`src/rtl/pll_seq_pkg.sv`:
```
// pll_seq_pkg: shared types and widths for the PLL share sequencer.
package pll_seq_pkg;

  // Number of power-down requesters sharing the PLL (A = 0, B = 1).
  localparam int NUM_REQ = 2;

  // Sequencer state encoding, also exported on the optional status port.
  localparam int STATE_W = 3;
  typedef enum logic [STATE_W-1:0] {
    ST_PD        = 3'd0,
    ST_MCGB      = 3'd1,
    ST_WAIT_LOCK = 3'd2,
    ST_LOCKED    = 3'd3,
    ST_FAIL      = 3'd4
  } seq_state_e;

  // Widths of the optional status counters.
  localparam int RETRY_STAT_W = 4;
  localparam int RELOCK_W     = 8;

endpackage

```
`src/rtl/pll_lock_sync.sv`:
```
// pll_lock_sync: two-flop synchronizer for the asynchronous PLL lock input.
module pll_lock_sync (
  input  logic clk,
  input  logic reset_n,
  input  logic d,
  output logic q
);

  logic meta;

  // Two back-to-back flops; the first may go metastable, the second settles it.
  always_ff @(posedge clk or negedge reset_n) begin
    if (!reset_n) begin
      meta <= 1'b0;
      q    <= 1'b0;
    end else begin
      meta <= d;
      q    <= meta;
    end
  end

endmodule

```
`src/rtl/pll_share_sequencer.sv`:
```
// pll_share_sequencer: power-up/lock sequencer for a PLL shared by two
// requesters. Holds power-down, then MCGB reset, then waits for a stable
// lock with timeout/retry, and reports qualified lock per requester.
// Optional status outputs (seq_state, retry_cnt, relock_cnt) are built
// when PLL_SEQ_STATUS_EN is defined.
module pll_share_sequencer
  import pll_seq_pkg::*;
#(
  parameter int PD_HOLD_CYCLES      = 64,
  parameter int MCGB_HOLD_CYCLES    = 16,
  parameter int LOCK_STABLE_CYCLES  = 32,
  parameter int LOCK_TIMEOUT_CYCLES = 4096,
  parameter int LOSS_FILTER_CYCLES  = 4,
  parameter int MAX_RETRIES         = 3
) (
  input  logic clk,
  input  logic reset_n,
  input  logic pll_locked,
  input  logic pll_powerdown_a,
  input  logic pll_powerdown_b,
  output logic pll_powerdown,
  output logic mcgb_rst,
  output logic pll_locked_a,
  output logic pll_locked_b,
  output logic pll_fail
`ifdef PLL_SEQ_STATUS_EN
  ,
  output logic [STATE_W-1:0]      seq_state,
  output logic [RETRY_STAT_W-1:0] retry_cnt,
  output logic [RELOCK_W-1:0]     relock_cnt
`endif
);

  localparam int PD_W    = $clog2(PD_HOLD_CYCLES + 1);
  localparam int MCGB_W  = $clog2(MCGB_HOLD_CYCLES + 1);
  localparam int STAB_W  = $clog2(LOCK_STABLE_CYCLES + 1);
  localparam int TO_W    = $clog2(LOCK_TIMEOUT_CYCLES + 1);
  localparam int LOSS_W  = $clog2(LOSS_FILTER_CYCLES + 1);
  localparam int RETRY_W = $clog2(MAX_RETRIES + 1);

  seq_state_e state_q, state_d;

  logic                 lock_s;
  logic [NUM_REQ-1:0]   req, req_q, rise, lk_q;
  logic                 req_any, rise_any;

  logic [PD_W-1:0]      pd_cnt;
  logic [MCGB_W-1:0]    mcgb_cnt;
  logic [STAB_W-1:0]    stab_cnt;
  logic [TO_W-1:0]      to_cnt;
  logic [LOSS_W-1:0]    loss_cnt;
  logic [RETRY_W-1:0]   retry_q, retry_d;

  logic pd_done, mcgb_done, stable_done, timeout, loss_done;

  pll_lock_sync u_sync (
    .clk     (clk),
    .reset_n (reset_n),
    .d       (pll_locked),
    .q       (lock_s)
  );

  assign req      = {pll_powerdown_b, pll_powerdown_a};
  assign rise     = req & ~req_q;
  assign req_any  = |req;
  // Simultaneous A/B edges collapse into a single restart here.
  assign rise_any = |rise;

  // Counters hold completed cycles in the state, so "done" fires on the
  // last cycle of the hold and the transition lands exactly on the count.
  assign pd_done     = int'(pd_cnt)   >= PD_HOLD_CYCLES - 1;
  assign mcgb_done   = int'(mcgb_cnt) >= MCGB_HOLD_CYCLES - 1;
  assign stable_done = lock_s  && (int'(stab_cnt) >= LOCK_STABLE_CYCLES - 1);
  assign timeout     = int'(to_cnt)   >= LOCK_TIMEOUT_CYCLES - 1;
  assign loss_done   = !lock_s && (int'(loss_cnt) >= LOSS_FILTER_CYCLES - 1);

  // State, request history and retry count registers.
  always_ff @(posedge clk or negedge reset_n) begin
    if (!reset_n) begin
      state_q <= ST_PD;
      req_q   <= '0;
      retry_q <= '0;
    end else begin
      state_q <= state_d;
      req_q   <= req;
      retry_q <= retry_d;
    end
  end

  // Next-state logic; a requester edge outranks timeout and lock detection.
  always_comb begin
    state_d = state_q;
    retry_d = retry_q;
    unique case (state_q)
      ST_PD: begin
        if (!req_any && pd_done) state_d = ST_MCGB;
      end
      ST_MCGB: begin
        if (rise_any)       state_d = ST_PD;
        else if (mcgb_done) state_d = ST_WAIT_LOCK;
      end
      ST_WAIT_LOCK: begin
        if (rise_any) begin
          state_d = ST_PD;
        end else if (stable_done) begin
          state_d = ST_LOCKED;
          retry_d = '0;
        end else if (timeout) begin
          if (int'(retry_q) < MAX_RETRIES) begin
            retry_d = retry_q + 1'b1;
            state_d = ST_PD;
          end else begin
            state_d = ST_FAIL;
          end
        end
      end
      ST_LOCKED: begin
        if (rise_any || loss_done) state_d = ST_PD;
      end
      ST_FAIL: begin
        if (rise_any) begin
          state_d = ST_PD;
          retry_d = '0;
        end
      end
      default: state_d = ST_PD;
    endcase
  end

  // Per-state saturating counters, all cleared on any state change.
  always_ff @(posedge clk or negedge reset_n) begin
    if (!reset_n) begin
      pd_cnt   <= '0;
      mcgb_cnt <= '0;
      stab_cnt <= '0;
      to_cnt   <= '0;
      loss_cnt <= '0;
    end else if (state_d != state_q) begin
      pd_cnt   <= '0;
      mcgb_cnt <= '0;
      stab_cnt <= '0;
      to_cnt   <= '0;
      loss_cnt <= '0;
    end else begin
      unique case (state_q)
        ST_PD: begin
          // Any request level restarts the power-down hold.
          if (req_any)                             pd_cnt <= '0;
          else if (int'(pd_cnt) < PD_HOLD_CYCLES)  pd_cnt <= pd_cnt + 1'b1;
        end
        ST_MCGB: begin
          if (int'(mcgb_cnt) < MCGB_HOLD_CYCLES) mcgb_cnt <= mcgb_cnt + 1'b1;
        end
        ST_WAIT_LOCK: begin
          if (int'(to_cnt) < LOCK_TIMEOUT_CYCLES) to_cnt <= to_cnt + 1'b1;
          if (!lock_s)                                     stab_cnt <= '0;
          else if (int'(stab_cnt) < LOCK_STABLE_CYCLES)    stab_cnt <= stab_cnt + 1'b1;
        end
        ST_LOCKED: begin
          if (lock_s)                                      loss_cnt <= '0;
          else if (int'(loss_cnt) < LOSS_FILTER_CYCLES)    loss_cnt <= loss_cnt + 1'b1;
        end
        default: ;
      endcase
    end
  end

  // Per-requester lock qualifier: registered from "locked and not requesting
  // power-down", then gated by the live state so it drops on the exit edge.
  for (genvar i = 0; i < NUM_REQ; i++) begin : g_lk
    always_ff @(posedge clk or negedge reset_n) begin
      if (!reset_n) lk_q[i] <= 1'b0;
      else          lk_q[i] <= (state_q == ST_LOCKED) && !req[i];
    end
  end

  assign pll_locked_a  = lk_q[0] && (state_q == ST_LOCKED);
  assign pll_locked_b  = lk_q[1] && (state_q == ST_LOCKED);
  assign pll_powerdown = (state_q == ST_PD) || (state_q == ST_FAIL);
  assign mcgb_rst      = (state_q == ST_PD) || (state_q == ST_MCGB) || (state_q == ST_FAIL);
  assign pll_fail      = (state_q == ST_FAIL);

`ifdef PLL_SEQ_STATUS_EN
  logic [RELOCK_W-1:0] relock_q;

  // Count LOCKED -> PD exits, sticking at all-ones.
  always_ff @(posedge clk or negedge reset_n) begin
    if (!reset_n)
      relock_q <= '0;
    else if (state_q == ST_LOCKED && state_d == ST_PD && relock_q != '1)
      relock_q <= relock_q + 1'b1;
  end

  assign seq_state  = state_q;
  assign retry_cnt  = RETRY_STAT_W'(retry_q);
  assign relock_cnt = relock_q;
`endif

endmodule

```
`config.mk`:
```
export PLATFORM = sky130hd
export DESIGN_NAME = pll_share_sequencer
export DESIGN_NICKNAME = d
export VERILOG_FILES = /design/src/rtl/pll_seq_pkg.sv /design/src/rtl/pll_lock_sync.sv /design/src/rtl/pll_share_sequencer.sv
export SDC_FILE = /design/constraint.sdc
export NUM_CORES = 1
export LEC_CHECK = 0
export BUFFER_PORTS_ARGS = -buffer_cell sky130_fd_sc_hd__buf_2
export CAP_MARGIN = 10
export CORE_ASPECT_RATIO = 0.75
export CORE_MARGIN = 3
export CORE_UTILIZATION = 64
export CTS_BUF_LIST = sky130_fd_sc_hd__clkbuf_2
export DETAILED_ROUTE_END_ITERATION = 12
export PLACE_DENSITY = 0.82
export SYNTH_ARGS = -nofsm -noshare
export SYNTH_HDL_FRONTEND = slang
export SYNTH_SLANG_ARGS = --single-unit
```
`constraint.sdc`:
```
create_clock -name clk -period 2.3 [get_ports clk]
set_clock_uncertainty 0.1 [all_clocks]
set_input_delay 0.46 -clock clk [delete_from_list [all_inputs] [get_ports clk]]
set_output_delay 0.46 -clock clk [all_outputs]
set_load 0.02 [all_outputs]
```
**Word-level counts from Yosys, hierarchy flattened**

Cells that the tools add are included.
Widths: inputs -> output; s select.

- Bitwise logic cells: 2
- $add $sub $neg: 6
- Multiplexer cells: 34
- Order comparisons: 11
- Reduce and logical (&&, ||, !) cells: 33
- Equality and inequality tests: 10

Operators by type and width:

| operator | count |
|---|---|
| $mux 13 | 3 |
| $mux 3 | 13 |
| $mux 7 | 4 |
| $mux 6 | 4 |
| $mux 5 | 3 |
| $pmux 3 s5 | 1 |
| $reduce_bool 2->1 | 7 |
| $add 13x1->13 const B | 1 |
| $ge 13x12->1 const B | 1 |
| $lt 13x13->1 const B | 1 |
| $mux 2 | 5 |
| $reduce_and 2->1 | 5 |
| $ne 3x3->1 const B | 3 |
| $add 7x1->7 const B | 1 |
| $ge 7x6->1 const B | 1 |
| $logic_and 1x1->1 | 7 |
| $lt 7x7->1 const B | 1 |
| $add 6x1->6 const B | 1 |
| $eq 3x2->1 const B | 2 |
| $ge 6x5->1 const B | 1 |
| $lt 6x6->1 const B | 1 |
| $reduce_bool 3->1 | 2 |
| $add 5x1->5 const B | 1 |
| $ge 5x4->1 const B | 1 |
| 19 further kinds | 26 |

- Input bits: 5
- Bits in registers: 45
- Output and inout port bits: 5
- Logic and storage cells: 108

**Depth between registers and ports, before layout**

- Depth in word-level cells: 9
- Gate-level depth with buffers: 9
- Gate-level depth less buffers: 8

**By module**

A second synthesis with hierarchy kept.

- Cells, all modules: 273
- Area, all modules: 2,791.4 um^2

Modules (own cells, without submodules):

| module | sequential area each (um^2) | area each (um^2) | cells each | times used |
|---|---|---|---|---|
| pll_share_sequencer | 1,076.0 | 2,741.4 | 271 | 1 |
| pll_lock_sync | 50.0 | 50.0 | 2 | 1 |

**Worst setup path after synthesis**

No wires, ideal clock.

- Path kind: flip-flop to flip-flop
- From: register mcgb_cnt[0]
- To: register loss_cnt[2]
- Cell stages (with the launch flop): 10
- Path slack: 205 ps
- Path buffers: 1
- Setup time: 96 ps
- Arrival time: 1,900 ps
- Period minus slack after synthesis: 2,095 ps
- Required time: 2,104 ps
- Path through: dfrtp_1 ha_1 and3_1 ha_1 nor2_1 a2111oi_0 o2bb2ai_1 o31ai_4 buf_6 nor4_2

- Longest elaborated chain between the ends: 7
- Elaborated cells on any way between the ends: 9
- Those cells by class: order compare (1); eq/ne (1); mux (4); reduce/logical (3)

Ends and longest elaborated chain:

| element | line | source |
|---|---|---|
| from (decl) | pll_share_sequencer.sv:48 | `logic [MCGB_W-1:0] mcgb_cnt;` |
| $ge 5x4->1 * | pll_share_sequencer.sv:72 | `assign mcgb_done = int'(mcgb_cnt) >= MCGB_HOLD_CYCLES - 1;` |
| $mux 3 * | pll_share_sequencer.sv:100 | `else if (mcgb_done) state_d = ST_WAIT_LOCK;` |
| $mux 3 * | pll_share_sequencer.sv:99 | `if (rise_any) state_d = ST_PD;` |
| $pmux 3 s5 * | pll_share_sequencer.sv:94 | `unique case (state_q)` |
| $ne 3x3->1 * | pll_share_sequencer.sv:138 | `end else if (state_d != state_q) begin` |
| $reduce_bool 3->1 (no line) or $reduce_bool 2->1 (tied branches) | - |  |
| $reduce_and 2->1 (no line) | - |  |
| to (decl) | pll_share_sequencer.sv:51 | `logic [LOSS_W-1:0] loss_cnt;` |

Mark *: on every way between the ends. The rest lies on a longest branch, timed or not.
A chain may end at the register's enable or synchronous reset.

**Worst setup path in the final report**

- From: register state_q[2]
- To: register to_cnt[1]

- Longest elaborated chain between the ends: 7
- Elaborated cells on any way between the ends: 19
- Those cells by class: eq/ne (5); mux (10); reduce/logical (4)

Ends and longest elaborated chain:

| element | line | source |
|---|---|---|
| from (decl) | pll_share_sequencer.sv:41 | `seq_state_e state_q, state_d;` |
| from (signal assigned) | pll_share_sequencer.sv:84 | `state_q <= state_d;` |
| $mux 3 | pll_share_sequencer.sv:108 | `end else if (timeout) begin` |
| $mux 3 | pll_share_sequencer.sv:105 | `end else if (stable_done) begin` |
| $mux 3 | pll_share_sequencer.sv:103 | `if (rise_any) begin` |
| $pmux 3 s5 | pll_share_sequencer.sv:94 |  |
| $ne 3x3->1 | pll_share_sequencer.sv:138 |  |
| $reduce_bool 2->1 (no line) | - |  |
| $reduce_and 2->1 (no line) | - |  |
| to (decl) | pll_share_sequencer.sv:50 | `logic [TO_W-1:0] to_cnt;` |

Parallel ways exist; a longest one is shown, timed or not.

==> reports/results.ini <==
[cts]
ctsRootBufferMaster = clkbuf_2
clk_pin_slew_ps = 220
cts_buffer_depth = 2
clk_latency_ps = 440
h-tree-depth = 2
cts-buffers-inserted = 5
cts_sinks = 45
cts_tree = done

[sta]
layout_setup_ws_ps = -338
worst_slew_pin_slew_ps = 575
maxSlewViolCount = 0
timing.final.hold_violations = 0
finalSetupViolations = 34
fin_crit_sh = 1.15
fmax_ghz = 0.379
fin_crit_ps = 2640
slew_headroom = 0.617

[die]
top_level_ports = 10
initial_utilization = 0.702
die_w_um = 81.3
dieHeight_um = 62.5
rows = 19
core_um2 = 3870
die-area_um2 = 5080

[yosys]
synthesis.nets = 287
netlist_instances = 274
syn_area_per_cell_um2 = 9.93
synth.area.top_cells = dfrtp_1 (41%), nor4_1 (6.4%), nor4_2 (5.1%), ha_1 (3.7%), xnor2_1 (3.2%)
postSynth.asyncResetShare = 1.00
ys_ff_latch = 45
yosysTopAreaCell = dfrtp_1
synth_top_area_frac = 0.414
synth_edf_count = 0
synth_flop_cell = dfrtp_1
seq_area_frac_synth = 0.414
syn-cell-area_um2 = 2720
yosys_warnings = 0
ys_types = 54

[cells_and_area]
mostFrequentLayoutCell = dfrtp_1
layout-drive-gt1-share = 0.378
n_antenna_cell = 0
area_growth_pct = 28.2
final_area_um2 = 3490
final_cell_mix = dfrtp_1 (43), buf_4 (38), nor4_2 (23)
final_net_count = 333

[power_and_ir_drop]
switchingPower_uw = 621
power_density_nw_per_um2 = 517
clkPwrFrac = 0.179
p_int_uw = 1180
combinationalPowerShare = 0.270
p_total_uw = 1800
seqPwrFrac = 0.550
peakVddDrop_mv = 0.514
switching_share = 0.344
leakagePower_uw = 0.00144

[route]
post-route-drc-count = 0
wl_met2_um = 4030
avgRoutedWirePerCell_um = 24.6
wl_um = 9140
via_per_inst = 7.41
ant_nets = 0
drt_iter0_drc = 361
vias = 2758
wl_met1_um = 3550
first_pass_iters = 5
met3WireLength_um = 856
maxUsedRoutingLayer = met4

[critical_path]
worstSetupPathDepth = 7
crit_slowest_cell = dfrtp_2
critPathMaxStageDelay_ps = 490
reg2reg_from = state_q[2]
reg2reg_to = to_cnt[1]
crit_path_max_fanout = 24
path_cells = buf_4 -> nor3b_2 -> nand3_1 -> o211ai_2 -> a21boi_2 -> buf_12 -> a2111oi_2
cp.arrival_ps = 2850
reg2reg_depth = 7
cp_top_family = compound AO/OA/AOI/OAI gates
worstSetupEndpoint = to_cnt[1]
cp-end-kind = register
cp.required_ps = 2510
path_buf_inv = 2
r2r_slack_ps = -340
crit_type = reg2reg
startpoint = state_q[2]
cp-start-kind = register

[min_path]
hold_path_class = in2reg

[place]
port_buffers = 9
routabilityCongestion = 0.902
preCtsSetupSlack_ps = -128
place_area_um2 = 3040
dpl.hpwl_um = 4680

[global_route]
grt_pass1_wl_um = 11200
grt_max_degree = 46
grt_antenna_before_repair = 0
grt_util_all_layers = 0.282
grt-ovfl-total = 0
grt_pass1_vias = 2288

[status]
violations = negative setup slack
status = finished, violations left

[run]
maxCapViolations = 0

-- registers in the layout (all words and copies together), names as in the netlist --
register / cells
stab_cnt: 6
state_q: 3
lk_q: 2
u_sync.q: 1
pd_cnt: 7
mcgb_cnt: 5
to_cnt: 13
retry_q: 2
req_q: 2
loss_cnt: 3
u_sync.meta: 1
-- power by group through the flow --
stage / Clock (µW) / Combinational (µW) / Sequential, µW
2_1_floorplan: 0 / 214 / 979
3_3_place_gp: 0 / 344 / 982
3_5_place_dp: 0 / 365 / 988
4_1_cts: 316 / 374 / 975
5_1_grt: 365 / 520 / 1000
6_report: 323 / 488 / 993
-- area by class of cell --
type                       count  area [µm²]
timing repair buffer          58         514
multi-input combinational    202        1720
sequential                    45        1130
clock inverter                 1        3.75
inverter                       8        30.0
clock buffer                   6        30.0
tap                           52        65.1
fill                         150         387
-- what timing repair did --
item	4_1_cts	5_1_grt
pin swaps	2	4
gates cloned	0	4
hold buffers	1	1
endpoints found under the setup margin	30	39
gates resized for setup	8	43
setup buffers	0	5
hold endpoints to repair	3	1
-- synth_stat cells (3+ instances only) --
master,n
dfrtp_1,45
nor4_1,28
nand2_1,16
nor2_1,14
a21oi_1,13
nor4_2,11
nand3_1,10
nor3_1,10
xnor2_1,10
o21ai_0,9
ha_1,8
inv_1,8
nand4_1,8
buf_2,7
clkbuf_1,5
mux2i_1,5
nor2b_1,5
a22oi_1,4
buf_6,4
xor2_1,4
a21oi_2,3
a2bb2oi_1,3
and3_1,3
nor4b_1,3
-- per-layer routing --
layer  vias to the layer above  global-route usage
li1                       1126                   -
met1                      1319               0.411
met2                       232               0.416
met3                        81              0.0663
met4                         0              0.0802
met5                         -                   0
-- stage by stage --
stage / setup TNS [ps] / utilization / std cells / hold WS [ps]
floorplan: 0 / - / 274 / 64.4
global placement: 0 / 0.783 / 354 / 235
detailed placement: -650 / 0.783 / 354 / 241
CTS: 0 / 0.806 / 362 / 28.5
global route: -5280 / 0.900 / 372 / 23.3
finish: -3350 / 0.900 / 372 / 51.3
-- cells by family (layout without fill, tap and decap cells) --
| logic type | Yosys count | in the layout | synth area share |
|---|---|---|---|
| XOR/XNOR | 14 | 14 | 0.0451 |
| buffers and inverters | 27 | 73 | 0.0543 |
| AO/OA/AOI/OAI | 51 | 51 | 0.138 |
| AND/OR/NAND/NOR | 124 | 124 | 0.293 |
| adder cells (fa/ha/maj) | 8 | 8 | 0.0368 |
| flip-flops | 45 | 45 | 0.414 |
| multiplexers | 5 | 5 | 0.0184 |
-- how the worst min path moves through the flow --
stage	to	start	slack, ps	depth (start not counted)
final	req_q[1]	pll_powerdown_b	50	1
after global routing	req_q[1]	pll_powerdown_b	20	1
after floorplan	lk_q[0]	reset_n	60	0
after global placement	u_sync.q	u_sync.meta	230	0
after CTS	u_sync.meta	pll_locked	30	1
after detailed placement	u_sync.q	u_sync.meta	240	0
No activity file was read; power rests on OpenSTA's default activity.
